<file path="config.mk">
export PLATFORM = sky130hd
export DESIGN_NAME = control_unit
export DESIGN_NICKNAME = d
export VERILOG_FILES = /design/src/rtl/ctrl_pkg.sv /design/src/rtl/control_unit.sv
export SDC_FILE = /design/constraint.sdc
export NUM_CORES = 1
export LEC_CHECK = 0
export ABC_CLOCK_PERIOD_IN_PS = 1230
export CORE_AREA = 2 2 39 41
export CTS_CLUSTER_SIZE = 28
export DETAILED_ROUTE_END_ITERATION = 8
export DIE_AREA = 0 0 41 43
export GPL_TIMING_DRIVEN = 0
export RECOVER_POWER = 25
export SETUP_SLACK_MARGIN = 0.4
export SKIP_LAST_GASP = 1
export SLEW_MARGIN = 15
export SYNTH_ARGS = -nofsm -noshare
export SYNTH_HDL_FRONTEND = slang
export SYNTH_SLANG_ARGS = --single-unit
</file>
<file path="constraint.sdc">
create_clock -name clock -period 1.23 [get_ports clock]
set_clock_uncertainty 0.15 [all_clocks]
set_input_delay 0.246 -clock clock [delete_from_list [all_inputs] [get_ports clock]]
set_output_delay 0.246 -clock clock [all_outputs]
set_load 0.01 [all_outputs]
</file>
<file path="src/rtl/ctrl_pkg.sv">
// Shared state codes and control-word constants for the sequencing FSM,
// so the datapath and monitors decode them identically.
package ctrl_pkg;

    typedef enum logic [2:0] {
        IDLE  = 3'b000,
        LOAD  = 3'b001,
        EXA   = 3'b010,
        EXB1  = 3'b011,
        EXB2  = 3'b100,
        STORE = 3'b101,
        DONE  = 3'b110
    } state_t;

    localparam logic [4:0] CS_IDLE  = 5'b00000;
    localparam logic [4:0] CS_LOAD  = 5'b00001;
    localparam logic [4:0] CS_EXA   = 5'b00010;
    localparam logic [4:0] CS_EXB1  = 5'b00100;
    localparam logic [4:0] CS_EXB2  = 5'b00110;
    localparam logic [4:0] CS_STORE = 5'b01000;
    localparam logic [4:0] CS_DONE  = 5'b10000;

endpackage

</file>
<file path="src/rtl/control_unit.sv">
// Moore sequencing FSM: latches the op mode on start, walks the fixed
// sequence for that mode and decodes a 5-bit control word from the state.
module control_unit
    import ctrl_pkg::*;
(
    input  logic       clock,
    input  logic       reset,
    input  logic       start,
    input  logic       mode,
    output logic [4:0] cs,
    output logic [2:0] state
);

    state_t state_q;
    state_t state_d;
    logic   mode_q;
    logic   mode_d;

    always_ff @(posedge clock) begin
        if (reset) begin
            state_q <= IDLE;
            mode_q  <= 1'b0;
        end else begin
            state_q <= state_d;
            mode_q  <= mode_d;
        end
    end

    // start/mode are only looked at in IDLE and DONE; elsewhere the sequence runs on.
    always_comb begin
        state_d = IDLE;
        mode_d  = mode_q;
        case (state_q)
            IDLE, DONE: begin
                if (start) begin
                    state_d = LOAD;
                    mode_d  = mode;
                end else begin
                    state_d = IDLE;
                end
            end
            LOAD:    state_d = mode_q ? EXB1 : EXA;
            EXA:     state_d = STORE;
            EXB1:    state_d = EXB2;
            EXB2:    state_d = STORE;
            STORE:   state_d = DONE;
            default: state_d = IDLE;
        endcase
    end

    always_comb begin
        cs = CS_IDLE;
        case (state_q)
            LOAD:    cs = CS_LOAD;
            EXA:     cs = CS_EXA;
            EXB1:    cs = CS_EXB1;
            EXB2:    cs = CS_EXB2;
            STORE:   cs = CS_STORE;
            DONE:    cs = CS_DONE;
            default: cs = CS_IDLE;
        endcase
    end

    assign state = state_q;

endmodule

</file>
[Word level (Yosys, flattened, before mapping)]
Index checks and enable logic that the tools add are counted.
Storage, ports and cells
  input port bits: 4
  register bits after elaboration: 4
Cells by class
  equality and inequality tests: 6
  multiplexer cells: 4
  reductions and logical operators: 4
Operator list (count)
  case mux 5 bit (6 select lines): 1
  case mux 3 bit (5 select lines): 1
  == test 3 bit (second input constant): 3
  == test 3 x 2 -> 1 bit (second input constant): 2
  OR reduction 2 bit: 2
  == test 3 x 1 -> 1 bit (second input constant): 1
  logical NOT 3 bit: 1
  2-to-1 mux 1 bit: 2
  AND reduction 2 bit: 1

[Logic depth before layout (Yosys ltp)]
  depth in word-level cells: 3
  mapped depth: 3
  gate-level depth less buffers: 3

[Worst setup path after synthesis]
No wires, ideal clock.
  path kind: register to output
  start point: register state_q[0], in the netlist state[0]
  end point: output port cs[2]
  path buffers: 0
  required time: 0.834 ns
  path slack: -0.034 ns
  data arrival time: 0.868 ns
  cell stages (with the launch flop): 3
  cell sequence: dfxtp_1 -> nand2b_1 -> o21ai_0
Between the ends
  longest elaborated chain between the ends: 2
RTL lines
  start: declaration: RTL line control_unit.sv:14  | state_t state_q;
  start signal: assignment: RTL line control_unit.sv:24  | state_q <= state_d;
  == test 3 bit (tied with other cells): RTL line control_unit.sv:53  | case (state_q)
  case mux 5 bit (6 select lines) (*): RTL line control_unit.sv:53
  end: declaration: RTL line control_unit.sv:10  | output logic [4:0] cs,
Mark *: on every way between the ends. The rest lies on a longest branch, timed or not.

[Worst setup path after layout]
  start point: register state_q[1], in the netlist state[1]
  end point: output port cs[2]
Same word-level chain as after synthesis.

==> flow_metrics.py <==
metrics = {
    "worst_setup_path": {
        "reg2reg_from": "state[1]",
        "critPathKind": "reg -> out",
        "cp_data_arrival_time_ns": 1.01,
        "startpoint_type": "flop",
        "end_kind": "primary output",
        "reg2reg_slack_ns": -0.04,
        "r2r_cells": 4,
        "cp-startpoint": "state[1]",
        "crit_end": "cs[2]",
        "crit_required_ns": 0.83,
        "cp_max_fo": 6,
        "r2r_end": "state[0]",
    },
    "finish": {
        "area_delta_synth_final_pct": 119.5,
        "nNetsFinal": 53,
        "fill_cells": 160,
        "drive_gt1_share_pct": 64.58,
        "final_area_um2": 478.0,
        "seqCellArea_um2": 91.34,
        "layout.cells.non_filler": 64,
        "post-route-util_pct": 34.54,
        "multi_input_area_um2": 166.4,
        "n_antenna_cell": 0,
    },
    "power_and_ir_drop": {
        "total_power_mw": 0.5190,
        "leakagePower_nw": 0.2172,
        "ir_drop_uv": 376.4,
        "power_density_mw_per_mm2": 1086,
    },
    "logic_synthesis": {
        "synth_compound_area_share_pct": 14.37,
        "synthXorXnorAreaFrac_pct": 4.023,
        "syn_nets": 29,
        "synth_top_cell_area_share_pct": 36.78,
        "yosys_warnings": 0,
        "synthMuxAreaShare_pct": 4.598,
        "synth_top_family_by_area": "simple AND/OR/NAND/NOR gates",
        "ys_ff_latch": 4,
        "yosysMostFrequentCell": "nor2_1",
        "synth.largest_area_cell": "dfxtp_1",
        "netlist_instances": 25,
        "ys_types": 14,
        "ys_seq_area_share_pct": 36.78,
        "synth_ff_type": "dfxtp_1",
        "async_flop_share_pct": 0,
        "synth_edf_count": 0,
        "synth_common_cells": "5 x nor2_1, 4 x dfxtp_1, 3 x nand2b_1, 2 x inv_1, 2 x nand3b_1",
        "synth-simple-area-share_pct": 36.78,
        "avgSynthCellArea_um2": 8.708,
        "yosys-top-cells-area": "dfxtp_1 37%, nand2b_1 8.6%, nor2_1 8.6%",
        "netlist_area_um2": 217.7,
        "synth_fa_ha_area_share_pct": 0,
    },
    "sta": {
        "rsz0062_at_grt": "true",
        "worst_pin_slew_ns": 0.3094,
        "finalWorstSetupSlack_ns": -0.1726,
        "hold_violations": 0,
        "setup_violations": 7,
        "max_slew_margin_pct": 79.34,
        "slew_violations": 0,
        "fin_crit_ns": 1.403,
        "period_share_pct": 114.0,
        "setup_tns_ns": -0.8239,
        "fmax_mhz": 713.0,
    },
    "grt": {
        "grt_max_degree": 9,
        "gr-usage-all-layers_pct": 9.228,
        "grt_pass1_wl_mm": 1.035,
        "grt_pass1_vias": 259,
        "grt-ovfl-total": 0,
        "antenna_found_initial": 0,
    },
    "floorplanning": {
        "core_area_mm2": 0.001384,
        "die_area_mm2": 0.001763,
        "die_h_um": 43,
        "ios": 12,
        "start_util_pct": 15.73,
        "rows": 14,
        "die_w_um": 41,
    },
    "route": {
        "first_pass_iters": 2,
        "drc": 0,
        "wirelength_um": 651,
        "wire_per_inst_um": 10.17,
        "drt_iter0_markers": 2,
        "final_antenna_net_count": 0,
        "viasPerCell": 3.891,
        "vias": 249,
    },
    "cts": {
        "cts_buffers": 3,
        "cts.clk_slew.worst_paths_ns": 0.04,
        "root_buffer": "clkbuf_4",
        "cts.htree.levels": 1,
        "cts_buffer_depth": 2,
        "cts.sinks": 4,
        "cts_tree": "yes",
        "hold_buffers": 0,
        "clk_latency_ns": 0.23,
    },
    "placement": {
        "port_buffers": 11,
        "dp_cells": 52,
        "globalplace.congestion": 0.6129,
        "place_hpwl_um": 373,
        "dpl_cell_area_um2": 360.3,
    },
    "outcome": {
        "status": "finished, violations left",
        "violations": "negative setup slack",
    },
    "hold_path": {
        "min_path_type": "in -> reg",
    },
    "job": {
        "max_cap_violations": 0,
    },
}
==> cell usage in the layout (no fill, tap or decap), drive strengths merged <==
| cell type | Yosys | layout |
|---|---|---|
| xnor2 | 1 | 1 |
| nor2 | 5 | 5 |
| inv | 2 | 2 |
| o32a | 1 | 1 |
| mux2i | 1 | 1 |
| nand2b | 4 | 4 |
| and3 | 1 | 1 |
| clkbuf | 0 | 4 |
| o21bai | 1 | 1 |
| buf | 0 | 16 |
| nand3b | 2 | 2 |
| o21ai | 1 | 1 |
| a21oi | 1 | 1 |
| dfxtp | 4 | 4 |
| dlymetal6s2s | 0 | 1 |
| nor2b | 1 | 1 |
| clkdlybuf4s50 | 0 | 2 |
==> layer usage <==
metal	global-route usage [%]	vias to the layer above	share of wire (%)
li1	-	129	-
met1	8.013	113	34
met3	6.283	0	6.3
met2	14.37	7	60
met4	6.000	0	0
met5	0	-	0
==> metrics by stage <==
stage	setup WS, ns	hold WS, ns
after floorplan	0.1048	0.1511
after global placement	-0.3904	0.3165
after detailed placement	-0.3844	0.3315
after CTS	-0.1802	0.3368
after global routing	-0.2421	0.2046
final	-0.1726	0.1944
==> state kept, by name, summed over array words and instances, names as in the netlist <==
register and count:
state 3, mode_q 1
==> worst min path at each step <==
stage / endpoint / depth (start not counted) / startpoint / slack (ns)
2_1_floorplan: state[0] / 1 / reset / 0.15
5_1_grt: state[2] / 2 / reset / 0.20
3_5_place_dp: mode_q / 2 / mode_q / 0.33
3_3_place_gp: mode_q / 2 / mode_q / 0.32
4_1_cts: mode_q / 2 / mode_q / 0.34
6_report: state[2] / 2 / reset / 0.19
==> area by class of cell <==
cell class	instances	area share (%)
tap	16	4.188
inverter	2	1.571
multi-input combinational	19	34.82
sequential	4	19.11
timing repair buffer	19	34.82
clock buffer	4	5.497
==> critical path, cell delays in order, from the launching register on <==
cell and delay (ns):
dfxtp_4 0.38, buf_6 0.11, nand3b_1 0.09, o21ai_2 0.06, buf_2 0.13
==> timing repair <==
item | CTS | global route
resized for setup | 43 | 5
setup endpoints to repair | 12 | 12
pin swaps | 4 | 2
buffers inserted | 5 | 3
hold endpoints to repair | 0 | 0
==> kinds of logic (layout without fill, tap and decap cells) <==
group	count (synthesis)	after routing
DFF	4	4
buffers and inverters	2	25
AOI/OAI and AO/OA	4	4
and+or+nand+nor	13	13
muxes	1	1
xor gates and xnor gates	1	1
==> report_power, final <==
group | leakage (nW) | internal (mW) | switching, mW | total [mW]
combinational | 0.167 | 0.111 | 0.0664 | 0.177
sequential | 0.0349 | 0.142 | 0.0217 | 0.164
clock | 0.0150 | 0.122 | 0.0560 | 0.178
total | 0.217 | 0.375 | 0.144 | 0.519
Note: power is estimated with default switching activity, not from simulation.
